==> config.mk <==
export PLATFORM = sky130hd
export DESIGN_NAME = dct_seq_ctrl
export DESIGN_NICKNAME = d
export VERILOG_FILES = /design/src/rtl/dct_seq_ctrl.sv
export SDC_FILE = /design/constraint.sdc
export NUM_CORES = 1
export LEC_CHECK = 0
export CAP_MARGIN = 20
export CORE_AREA = 2 2 176 135
export CTS_CLUSTER_SIZE = 28
export DETAILED_ROUTE_END_ITERATION = 6
export DIE_AREA = 0 0 178 137
export PLACE_DENSITY_LB_ADDON = 0.08
export SYNTH_ARGS = -nofsm -noshare
export SYNTH_HDL_FRONTEND = slang
export SYNTH_SLANG_ARGS = --single-unit
==> constraint.sdc <==
create_clock -name clk -period 6.22 [get_ports clk]
set_input_delay 1.244 -clock clk [delete_from_list [all_inputs] [get_ports clk]]
set_output_delay 1.244 -clock clk [all_outputs]
set_load 0.02 [all_outputs]
==> src/rtl/dct_seq_ctrl.sv <==
// Collects 8 samples, fires the DCT and streams the 8 coefficients one per handshake.
// First coefficient comes DCT_LAT+1 cycles after the 8th sample; s_ready is low outside FILL and m_ready stalls the drain.
module dct_seq_ctrl #(
    parameter int IN_W    = 8,
    parameter int OUT_W   = 19,
    parameter int DCT_LAT = 2
) (
    input  logic                    clk,
    input  logic                    rst,
    input  logic                    s_valid,
    input  logic signed [IN_W-1:0]  s_data,
    output logic                    s_ready,
    output logic [8*IN_W-1:0]       dct_in,
    output logic                    dct_en,
    output logic                    dct_cs,
    input  logic [8*OUT_W-1:0]      dct_z,
    output logic                    m_valid,
    input  logic                    m_ready,
    output logic signed [OUT_W-1:0] m_data,
    output logic [2:0]              m_index,
    output logic                    m_last,
    output logic [15:0]             blk_cnt,
    output logic                    busy
);

    typedef enum logic [1:0] {S_FILL, S_FIRE, S_WAIT, S_DRAIN} state_t;

    localparam logic [3:0] LAT_M1 = 4'(DCT_LAT - 1);

    state_t           state_q, state_d;
    logic [2:0]       fill_cnt_q, fill_cnt_d;
    logic [2:0]       drain_cnt_q, drain_cnt_d;
    logic [3:0]       wait_cnt_q, wait_cnt_d;
    logic [15:0]      blk_cnt_q, blk_cnt_d;
    logic [IN_W-1:0]  smp_q [8];
    logic [IN_W-1:0]  smp_d [8];
    logic [OUT_W-1:0] coef_q [8];
    logic [OUT_W-1:0] coef_d [8];

    always_comb begin
        state_d     = state_q;
        fill_cnt_d  = fill_cnt_q;
        drain_cnt_d = drain_cnt_q;
        wait_cnt_d  = wait_cnt_q;
        blk_cnt_d   = blk_cnt_q;
        smp_d       = smp_q;
        coef_d      = coef_q;
        s_ready     = 1'b0;
        dct_en      = 1'b0;
        m_valid     = 1'b0;
        case (state_q)
            S_FILL: begin
                s_ready = 1'b1;
                if (s_valid) begin
                    smp_d[fill_cnt_q] = s_data;
                    fill_cnt_d        = fill_cnt_q + 3'd1;
                    if (fill_cnt_q == 3'd7) begin
                        state_d = S_FIRE;
                    end
                end
            end
            S_FIRE: begin
                dct_en     = 1'b1;
                wait_cnt_d = LAT_M1;
                state_d    = S_WAIT;
            end
            S_WAIT: begin
                // Sample lanes stay untouched here, so the DCT sees a stable block until capture.
                dct_en = 1'b1;
                if (wait_cnt_q == 4'd0) begin
                    for (int k = 0; k < 8; k++) begin
                        coef_d[k] = dct_z[k*OUT_W +: OUT_W];
                    end
                    state_d = S_DRAIN;
                end else begin
                    wait_cnt_d = wait_cnt_q - 4'd1;
                end
            end
            S_DRAIN: begin
                m_valid = 1'b1;
                if (m_ready) begin
                    drain_cnt_d = drain_cnt_q + 3'd1;
                    if (drain_cnt_q == 3'd7) begin
                        blk_cnt_d  = blk_cnt_q + 16'd1;
                        fill_cnt_d = 3'd0;
                        state_d    = S_FILL;
                    end
                end
            end
            default: state_d = S_FILL;
        endcase
    end

    always_ff @(posedge clk) begin
        if (rst) begin
            state_q     <= S_FILL;
            fill_cnt_q  <= 3'd0;
            drain_cnt_q <= 3'd0;
            wait_cnt_q  <= 4'd0;
            blk_cnt_q   <= 16'd0;
            for (int k = 0; k < 8; k++) begin
                smp_q[k]  <= '0;
                coef_q[k] <= '0;
            end
        end else begin
            state_q     <= state_d;
            fill_cnt_q  <= fill_cnt_d;
            drain_cnt_q <= drain_cnt_d;
            wait_cnt_q  <= wait_cnt_d;
            blk_cnt_q   <= blk_cnt_d;
            smp_q       <= smp_d;
            coef_q      <= coef_d;
        end
    end

    always_comb begin
        dct_in = '0;
        for (int k = 0; k < 8; k++) begin
            dct_in[k*IN_W +: IN_W] = smp_q[k];
        end
    end

    assign dct_cs  = dct_en;
    assign m_data  = coef_q[drain_cnt_q];
    assign m_index = drain_cnt_q;
    assign m_last  = (state_q == S_DRAIN) && (drain_cnt_q == 3'd7);
    assign blk_cnt = blk_cnt_q;
    assign busy    = (state_q != S_FILL);

endmodule

==> results.py, run 1 <==
metrics = {
    "run_status": {
        "run_status": "finished, final reports clean",
    },
    "placement": {
        "dp_cells": 1598,
        "preCtsSetupSlack_ns": 2.09,
        "place.port_buffers": 271,
        "finalWeightedCongestion": 0.812,
        "place.detailed.hpwl_um": 18500,
    },
    "floorplanning": {
        "io-pin-count": 272,
        "floorplan.core_area_sq_um": 22600,
        "rows": 48,
        "fp.dieW_um": 178,
        "die-area_sq_um": 24400,
        "initial_core_util": 0.445,
        "chipHeight_um": 137,
    },
    "timing": {
        "grt_setup_unrepaired": "false",
        "setup_viol_count_final": 0,
        "setup_clock_skew_after_layout_ns": 0.00681,
        "setup_total_negative_slack_ns": 0,
        "maxClockFrequency_mhz": 241,
        "worst_pin_slew_ns": 1.05,
        "slew_viol_final": 0,
        "finalWorstSetupSlack_ns": 2.08,
        "period_share": 0.666,
        "layout_min_cycle_time_ns": 4.14,
        "holdWs_ns": 0.454,
        "max-slew-margin-rel": 0.300,
        "finalHoldViolations": 0,
    },
    "synthesis": {
        "synth.top_cells.by_count": "314 x sky130_fd_sc_hd__nand2_1, 244 x sky130_fd_sc_hd__dfxtp_1, 161 x sky130_fd_sc_hd__a21oi_1, 81 x sky130_fd_sc_hd__nor2_1, 71 x sky130_fd_sc_hd__mux2i_1",
        "ys_top_cells_by_area": "sky130_fd_sc_hd__dfxtp_1 48%, sky130_fd_sc_hd__nand2_1 12%, sky130_fd_sc_hd__mux4_2 8.5%",
        "netlist_instances": 1104,
        "synth_enable_flop_cells": 0,
        "synth.cell_area_sq_um": 10100,
        "ys_seq_area_frac": 0.484,
        "synth_top_cell_area_share": 0.484,
        "yosysTopAreaCell": "sky130_fd_sc_hd__dfxtp_1",
        "postSynthAreaPerCell_sq_um": 9.13,
        "async_flop_share": 0,
        "post_synth_num_cell_types": 46,
        "most_common_cell_in_the_netlist": "sky130_fd_sc_hd__nand2_1",
        "yosys_warnings": 0,
        "synth-seq-cells": 244,
        "postSynthNetCount": 1279,
        "synthFlopType": "sky130_fd_sc_hd__dfxtp_1",
    },
    "clock_network": {
        "tritoncts_num_sinks": 244,
        "cts.repair.resized": 0,
        "clock_tree_from_tritoncts": "built",
        "tritoncts.num_buffers": 25,
        "cts.path.max_buffers": 3,
        "clock-root-buffer": "sky130_fd_sc_hd__clkbuf_16",
        "buffers_inserted_by_post_cts_timing_repair": 0,
        "cts.htree.levels": 1,
        "clock_slew_at_reported_path_ffs_ns": 0.06,
        "cts_hold_buffers": 0,
        "clock_latency_ns": 0.51,
    },
    "route": {
        "vias": 8321,
        "drt_iter0_markers": 503,
        "detail_route.first_pass.iterations": 5,
        "postRouteAntennaNets": 0,
        "route.detailed.vias_per_inst": 5.06,
        "wire_per_inst_um": 16.5,
        "drt-total-wl_um": 27200,
        "post-route-drc-count": 0,
    },
    "global_route": {
        "grt_pass1_wl_um": 41700,
        "grt.busiest_layer": "met2",
        "grt_met1_usage": 0.292,
        "antenna_found_initial": 3,
        "overflow": 0,
        "gr-usage-met2": 0.354,
        "first_global_vias": 7896,
        "gr-usage-all-layers": 0.216,
        "global_routing_usage_on_met3": 0.0500,
        "largest_net_degree_at_the_start_of_global_routing": 93,
    },
    "run": {
        "timing.max_cap.violations": 0,
    },
    "worst_setup_path": {
        "critPathLaunchType": "flop",
        "timing.critical_path.cells": "buf_12 > buf_4 > mux4_2 > mux2_2 > clkdlybuf4s50_1",
        "critical-path-top-delay-family": "buffers and inverters",
        "slowest_delay_ns": 0.55,
        "cp.required_ns": 4.98,
        "timing.setup.critical_path_class": "reg2out",
        "worstPathMaxFanout": 26,
        "setup.worst_path.end_class": "output pin",
        "cp_num_buf_inv": 3,
        "timing.critical_path.slowest_stage_cell": "sky130_fd_sc_hd__clkdlybuf4s50_1",
        "timing.critical_path.arrival_ns": 2.90,
    },
    "finish": {
        "post_layout_instance_count_excluding_filler_cells": 1646,
        "final_net_count": 1502,
        "drive_gt1_frac": 0.0929,
        "areaGrowthSynthToFinish_pct": 35.8,
    },
    "pwr": {
        "design_power_total_w": 0.00325,
        "max-vdd-ir-drop_v": 0.000258,
        "power_leakage_nw": 4.69,
        "powerDensity_nw_per_um2": 237,
    },
    "hold_path": {
        "min-delay-path-class": "reg2reg",
    },
}
-- cells in the final DEF (no fill, tap or decap), types with 2 or more instances in the layout --
master and instances:
sky130_fd_sc_hd__or3_1 4, sky130_fd_sc_hd__nor2_1 81, sky130_fd_sc_hd__and2b_1 2, sky130_fd_sc_hd__o31ai_1 4, sky130_fd_sc_hd__nand2b_1 3, sky130_fd_sc_hd__dfxtp_2 2
sky130_fd_sc_hd__nor3_1 2, sky130_fd_sc_hd__bufinv_16 2, sky130_fd_sc_hd__xor2_1 9, sky130_fd_sc_hd__inv_1 6, sky130_fd_sc_hd__nand2_1 314, sky130_fd_sc_hd__nand3_1 9
sky130_fd_sc_hd__clkdlybuf4s50_1 270, sky130_fd_sc_hd__dfxtp_1 242, sky130_fd_sc_hd__or4_1 4, sky130_fd_sc_hd__a21oi_1 161, sky130_fd_sc_hd__xnor2_1 2, sky130_fd_sc_hd__clkbuf_1 4
sky130_fd_sc_hd__mux2i_1 71, sky130_fd_sc_hd__nand4_1 4, sky130_fd_sc_hd__buf_4 6, sky130_fd_sc_hd__mux4_2 38, sky130_fd_sc_hd__clkbuf_8 3, sky130_fd_sc_hd__nor2b_1 3
sky130_fd_sc_hd__and3_1 4, sky130_fd_sc_hd__clkinv_2 10, sky130_fd_sc_hd__clkbuf_16 25, sky130_fd_sc_hd__nor2_4 7, sky130_fd_sc_hd__ha_1 11, sky130_fd_sc_hd__mux2_2 19
-- final timing paths --
| path | from | to | slack [ns] | depth (start not counted) |
|---|---|---|---|---|
| min reg2reg | coef_q[105]$_SDFFE_PP0P_ | coef_q[105]$_SDFFE_PP0P_ | 0.45 | 2 |
| max reg2reg | m_index[1]$_SDFFE_PP0P_ | blk_cnt[12]$_SDFFE_PP0P_ | 3.18 | 6 |
| max | m_index[0]$_SDFFE_PP0P_ | m_data[1] | 2.08 | 5 |
| min | coef_q[105]$_SDFFE_PP0P_ | coef_q[105]$_SDFFE_PP0P_ | 0.45 | 2 |
-- worst register-to-register path, cell delays in order (launching register included) --
cell,delay [ns]
sky130_fd_sc_hd__dfxtp_2,1.01
sky130_fd_sc_hd__ha_1,0.32
sky130_fd_sc_hd__ha_1,0.21
sky130_fd_sc_hd__and3_1,0.47
sky130_fd_sc_hd__nand2_1,0.27
sky130_fd_sc_hd__or4_1,0.53
sky130_fd_sc_hd__a21oi_1,0.16
-- sequential cells by signal, indices dropped and copies added (netlist names) --
name and cells:
coef_q 152, dct_in 64, blk_cnt 16, wait_cnt_q 4, fill_cnt_q 3, m_index 3
state_q 2
-- routing by layer --
layer | part of all wire | up-vias
li1 | - | 4163
met1 | 0.45 | 3894
met2 | 0.47 | 230
met3 | 0.067 | 34
met4 | 0.018 | 0
met5 | 0 | -
-- area by class of cell --
cell class | instances | area, sq um
Tap cell | 300 | 375
Sequential cell | 244 | 4890
Clock inverter | 13 | 118
Fill cell | 2014 | 8950
Timing Repair Buffer | 279 | 2790
Antenna cell | 1 | 2.50
Multi-Input combinational cell | 771 | 4810
Inverter | 6 | 22.5
Clock buffer | 32 | 682
-- cells by family (layout without fill, tap and decap cells) --
group | count (synthesis) | count (layout) | synth area share
multiplexers | 128 | 128 | 0.177
AND/OR/NAND/NOR | 451 | 451 | 0.189
XOR/XNOR | 11 | 11 | 0.00956
flip-flops | 244 | 244 | 0.484
other | 0 | 1 | 0
adder cells (fa/ha/maj) | 11 | 11 | 0.0136
AO/OA/AOI/OAI | 170 | 170 | 0.0882
buffers and inverters | 89 | 330 | 0.0388
-- power breakdown --
part | internal [W] | switching, W
Sequential | 0.00157 | 0.00000606
Combinational | 0.000122 | 0.0000848
Clock | 0.000856 | 0.000609
-- metrics by stage --
stage | util | instance area [sq um]
after floorplan | - | 10100
after global placement | 0.568 | 12900
after detailed placement | 0.568 | 12900
after CTS | 0.603 | 13700
after global routing | 0.605 | 13700
final | 0.605 | 13700
Power figures use the tool's default switching activity.
==> run 2, diff against run 1 <==
- CORE_AREA: 2 2 176 135 -> 2 2 178 137
- DIE_AREA: 0 0 178 137 -> 0 0 180 139
- clock period: 6.22 -> 3.8 ns (I/O delays scaled with it)
==> run 2 against run 1 <==
Setup slack lost 1.8 ns. Hold slack lost 0.0023 ns. Core utilization shrank 1.3 points. Final area grew 1.0%. Register-to-register slack lost 2.0 ns. Die area grew 2.6%. Global-route usage shrank 0.59 points. Critical path type unchanged. Critical endpoint is now m_data[13]. Highest routed layer is now met5.
==> results.py, run 2 (synthesis gave the netlist of run 1 again) <==
metrics = {
    "run_status": {
        "run_status": "finished, final reports clean",
    },
    "clock_network": {
        "tritoncts_num_sinks": 244,
        "cts.repair.resized": 0,
        "clock_tree_from_tritoncts": "built",
        "cts.path.max_buffers": 3,
        "clock-root-buffer": "sky130_fd_sc_hd__clkbuf_16",
        "clock_latency_ns": 0.52,
        "cts.htree.levels": 1,
        "buffers_inserted_by_post_cts_timing_repair": 0,
        "clock_slew_at_reported_path_ffs_ns": 0.06,
        "cts_hold_buffers": 0,
        "tritoncts.num_buffers": 25,
    },
    "worst_setup_path": {
        "critical_path.reg2reg.endpoint": "blk_cnt[14]$_SDFFE_PP0P_",
        "reg2reg_launch_point": "m_index[0]$_SDFFE_PP0P_",
        "worst-r2r-cell-count": 6,
        "timing.critical_path.cells": "buf_12 > mux4_2 > mux2_2 > clkdlybuf4s50_1",
        "worstPathMaxFanout": 21,
        "setup.worst_path.end_class": "output pin",
        "timing.reg2reg.setup_slack_ns": 1.23,
        "slowest_delay_ns": 0.61,
        "timing.critical_path.slowest_stage_cell": "sky130_fd_sc_hd__dfxtp_4",
        "critPathLaunchType": "flop",
        "critPathLaunch": "m_index[0]$_SDFFE_PP0P_",
        "timing.setup.critical_path_class": "reg2out",
        "timing.critical_path.arrival_ns": 2.76,
        "cp.required_ns": 3.04,
    },
    "timing": {
        "setup_total_negative_slack_ns": 0,
        "grt_setup_unrepaired": "false",
        "maxClockFrequency_mhz": 284,
        "holdWs_ns": 0.451,
        "slew_viol_final": 0,
        "setup_clock_skew_after_layout_ns": 0.00950,
        "finalHoldViolations": 0,
        "setup_viol_count_final": 0,
        "period_share": 0.926,
        "max-slew-margin-rel": 0.492,
        "layout_min_cycle_time_ns": 3.52,
        "worst_pin_slew_ns": 0.762,
    },
    "floorplanning": {
        "floorplan.core_area_sq_um": 23400,
        "rows": 49,
        "die-area_sq_um": 25000,
        "io-pin-count": 272,
        "chipHeight_um": 139,
        "initial_core_util": 0.432,
        "fp.dieW_um": 180,
    },
    "placement": {
        "place.port_buffers": 271,
        "place.detailed.hpwl_um": 18600,
        "finalWeightedCongestion": 0.827,
    },
    "pwr": {
        "max-vdd-ir-drop_v": 0.000309,
        "share_clk_of_total_power": 0.471,
        "psw_w": 0.00115,
        "power.internal_w": 0.00437,
        "powerDensity_nw_per_um2": 399,
        "swShare": 0.208,
        "power_leakage_nw": 4.74,
        "seqPwrFrac": 0.468,
        "combinationalPowerShare": 0.061,
    },
    "finish": {
        "regMostFlops": "coef_q",
        "final_net_count": 1503,
        "layout_commonest_cell": "sky130_fd_sc_hd__nand2_1",
        "areaGrowthSynthToFinish_pct": 37.2,
        "multiInputGateArea_sq_um": 4810,
        "drive_gt1_frac": 0.0944,
        "flip_flop_count_of_the_largest_register_after_layout": 152,
        "final-seq-area_sq_um": 4890,
        "fill_cells": 2115,
        "layout.cells.most_common_list": "314 x sky130_fd_sc_hd__nand2_1, 270 x sky130_fd_sc_hd__clkdlybuf4s50_1, 242 x sky130_fd_sc_hd__dfxtp_1",
    },
    "global_route": {
        "largest_net_degree_at_the_start_of_global_routing": 153,
        "overflow": 0,
        "grt_pass1_wl_um": 42900,
        "gr-usage-all-layers": 0.210,
        "antenna_found_initial": 2,
        "first_global_vias": 7888,
    },
    "route": {
        "postRouteAntennaNets": 0,
        "drt_iter0_markers": 560,
        "drt-total-wl_um": 27100,
        "vias": 8277,
        "route.detailed.vias_per_inst": 5.01,
        "detail_route.first_pass.iterations": 5,
        "post-route-drc-count": 0,
        "wire_per_inst_um": 16.4,
    },
    "run": {
        "timing.max_cap.violations": 0,
    },
    "hold_path": {
        "hold_path_end": "coef_q[58]$_SDFFE_PP0P_",
        "min-delay-path-class": "reg2reg",
        "whs_path_depth": 2,
        "hold_start": "coef_q[58]$_SDFFE_PP0P_",
    },
}
[run 2: changes by cell type in the layout (fill, tap and decap cells not counted), sizes merged]
cell    previous run  this run
buf                9        10
bufinv             2         5
clkbuf            32        30
clkinv            10         7
inv                6         7
[run 2: power by group through the flow]
| stage | Combinational (W) | Clock (W) | Sequential, W |
|---|---|---|---|
| 2_1_floorplan | 0.0000964 | 0 | 0.00266 |
| 3_3_place_gp | 0.000339 | 0 | 0.00264 |
| 6_report | 0.000337 | 0.00260 | 0.00258 |
| 3_5_place_dp | 0.000338 | 0 | 0.00264 |
| 4_1_cts | 0.000341 | 0.00267 | 0.00258 |
| 5_1_grt | 0.000360 | 0.00275 | 0.00258 |
[run 2: how the worst max path moves through the flow]
| stage | cells after the start | to | slack, ns |
|---|---|---|---|
| final | 4 | m_data[13] | 0.28 |
| after global placement | 4 | m_data[10] | 0.78 |
| after floorplan | 4 | m_data[0] | 1.21 |
| after detailed placement | 4 | m_data[13] | 0.77 |
| after global routing | 4 | m_data[15] | 0.12 |
| after CTS | 4 | m_data[13] | 0.21 |
[run 2: worst max-delay path, delay by kind of cell (launching register included)]
kind | cells | cell delay (ns)
buffers and inverters | 2 | 0.80
multiplexers | 2 | 0.82
flip-flops | 1 | 0.61
[run 2: area by class of cell]
class                      instances  share of cell area
antenna                            1            0.000181
tap                              306              0.0277
clock inverter                    14              0.0146
inverter                           6             0.00163
sequential                       244               0.354
clock buffer                      30              0.0488
multi-input combinational        771               0.348
timing repair buffer             280               0.206
[run 2: stage by stage]
stage / total power, W / cells / setup WS, ns / area, sq um / utilization
final: 0.00552 / 1652 / 0.281 / 13800 / 0.592
after global routing: 0.00570 / 1651 / 0.119 / 13800 / 0.592
after CTS: 0.00559 / 1651 / 0.207 / 13800 / 0.592
after floorplan: 0.00275 / 1104 / 1.21 / 10100 / -
after global placement: 0.00298 / 1607 / 0.776 / 13000 / 0.555
after detailed placement: 0.00298 / 1607 / 0.772 / 13000 / 0.555
[run 2: per-layer routing]
metal	track usage	vias to the layer above	part of all wire
met2	0.342	207	0.47
li1	-	4174	-
met3	0.0536	32	0.067
met1	0.283	3862	0.45
met5	0	-	0.00037
met4	0.0454	2	0.017
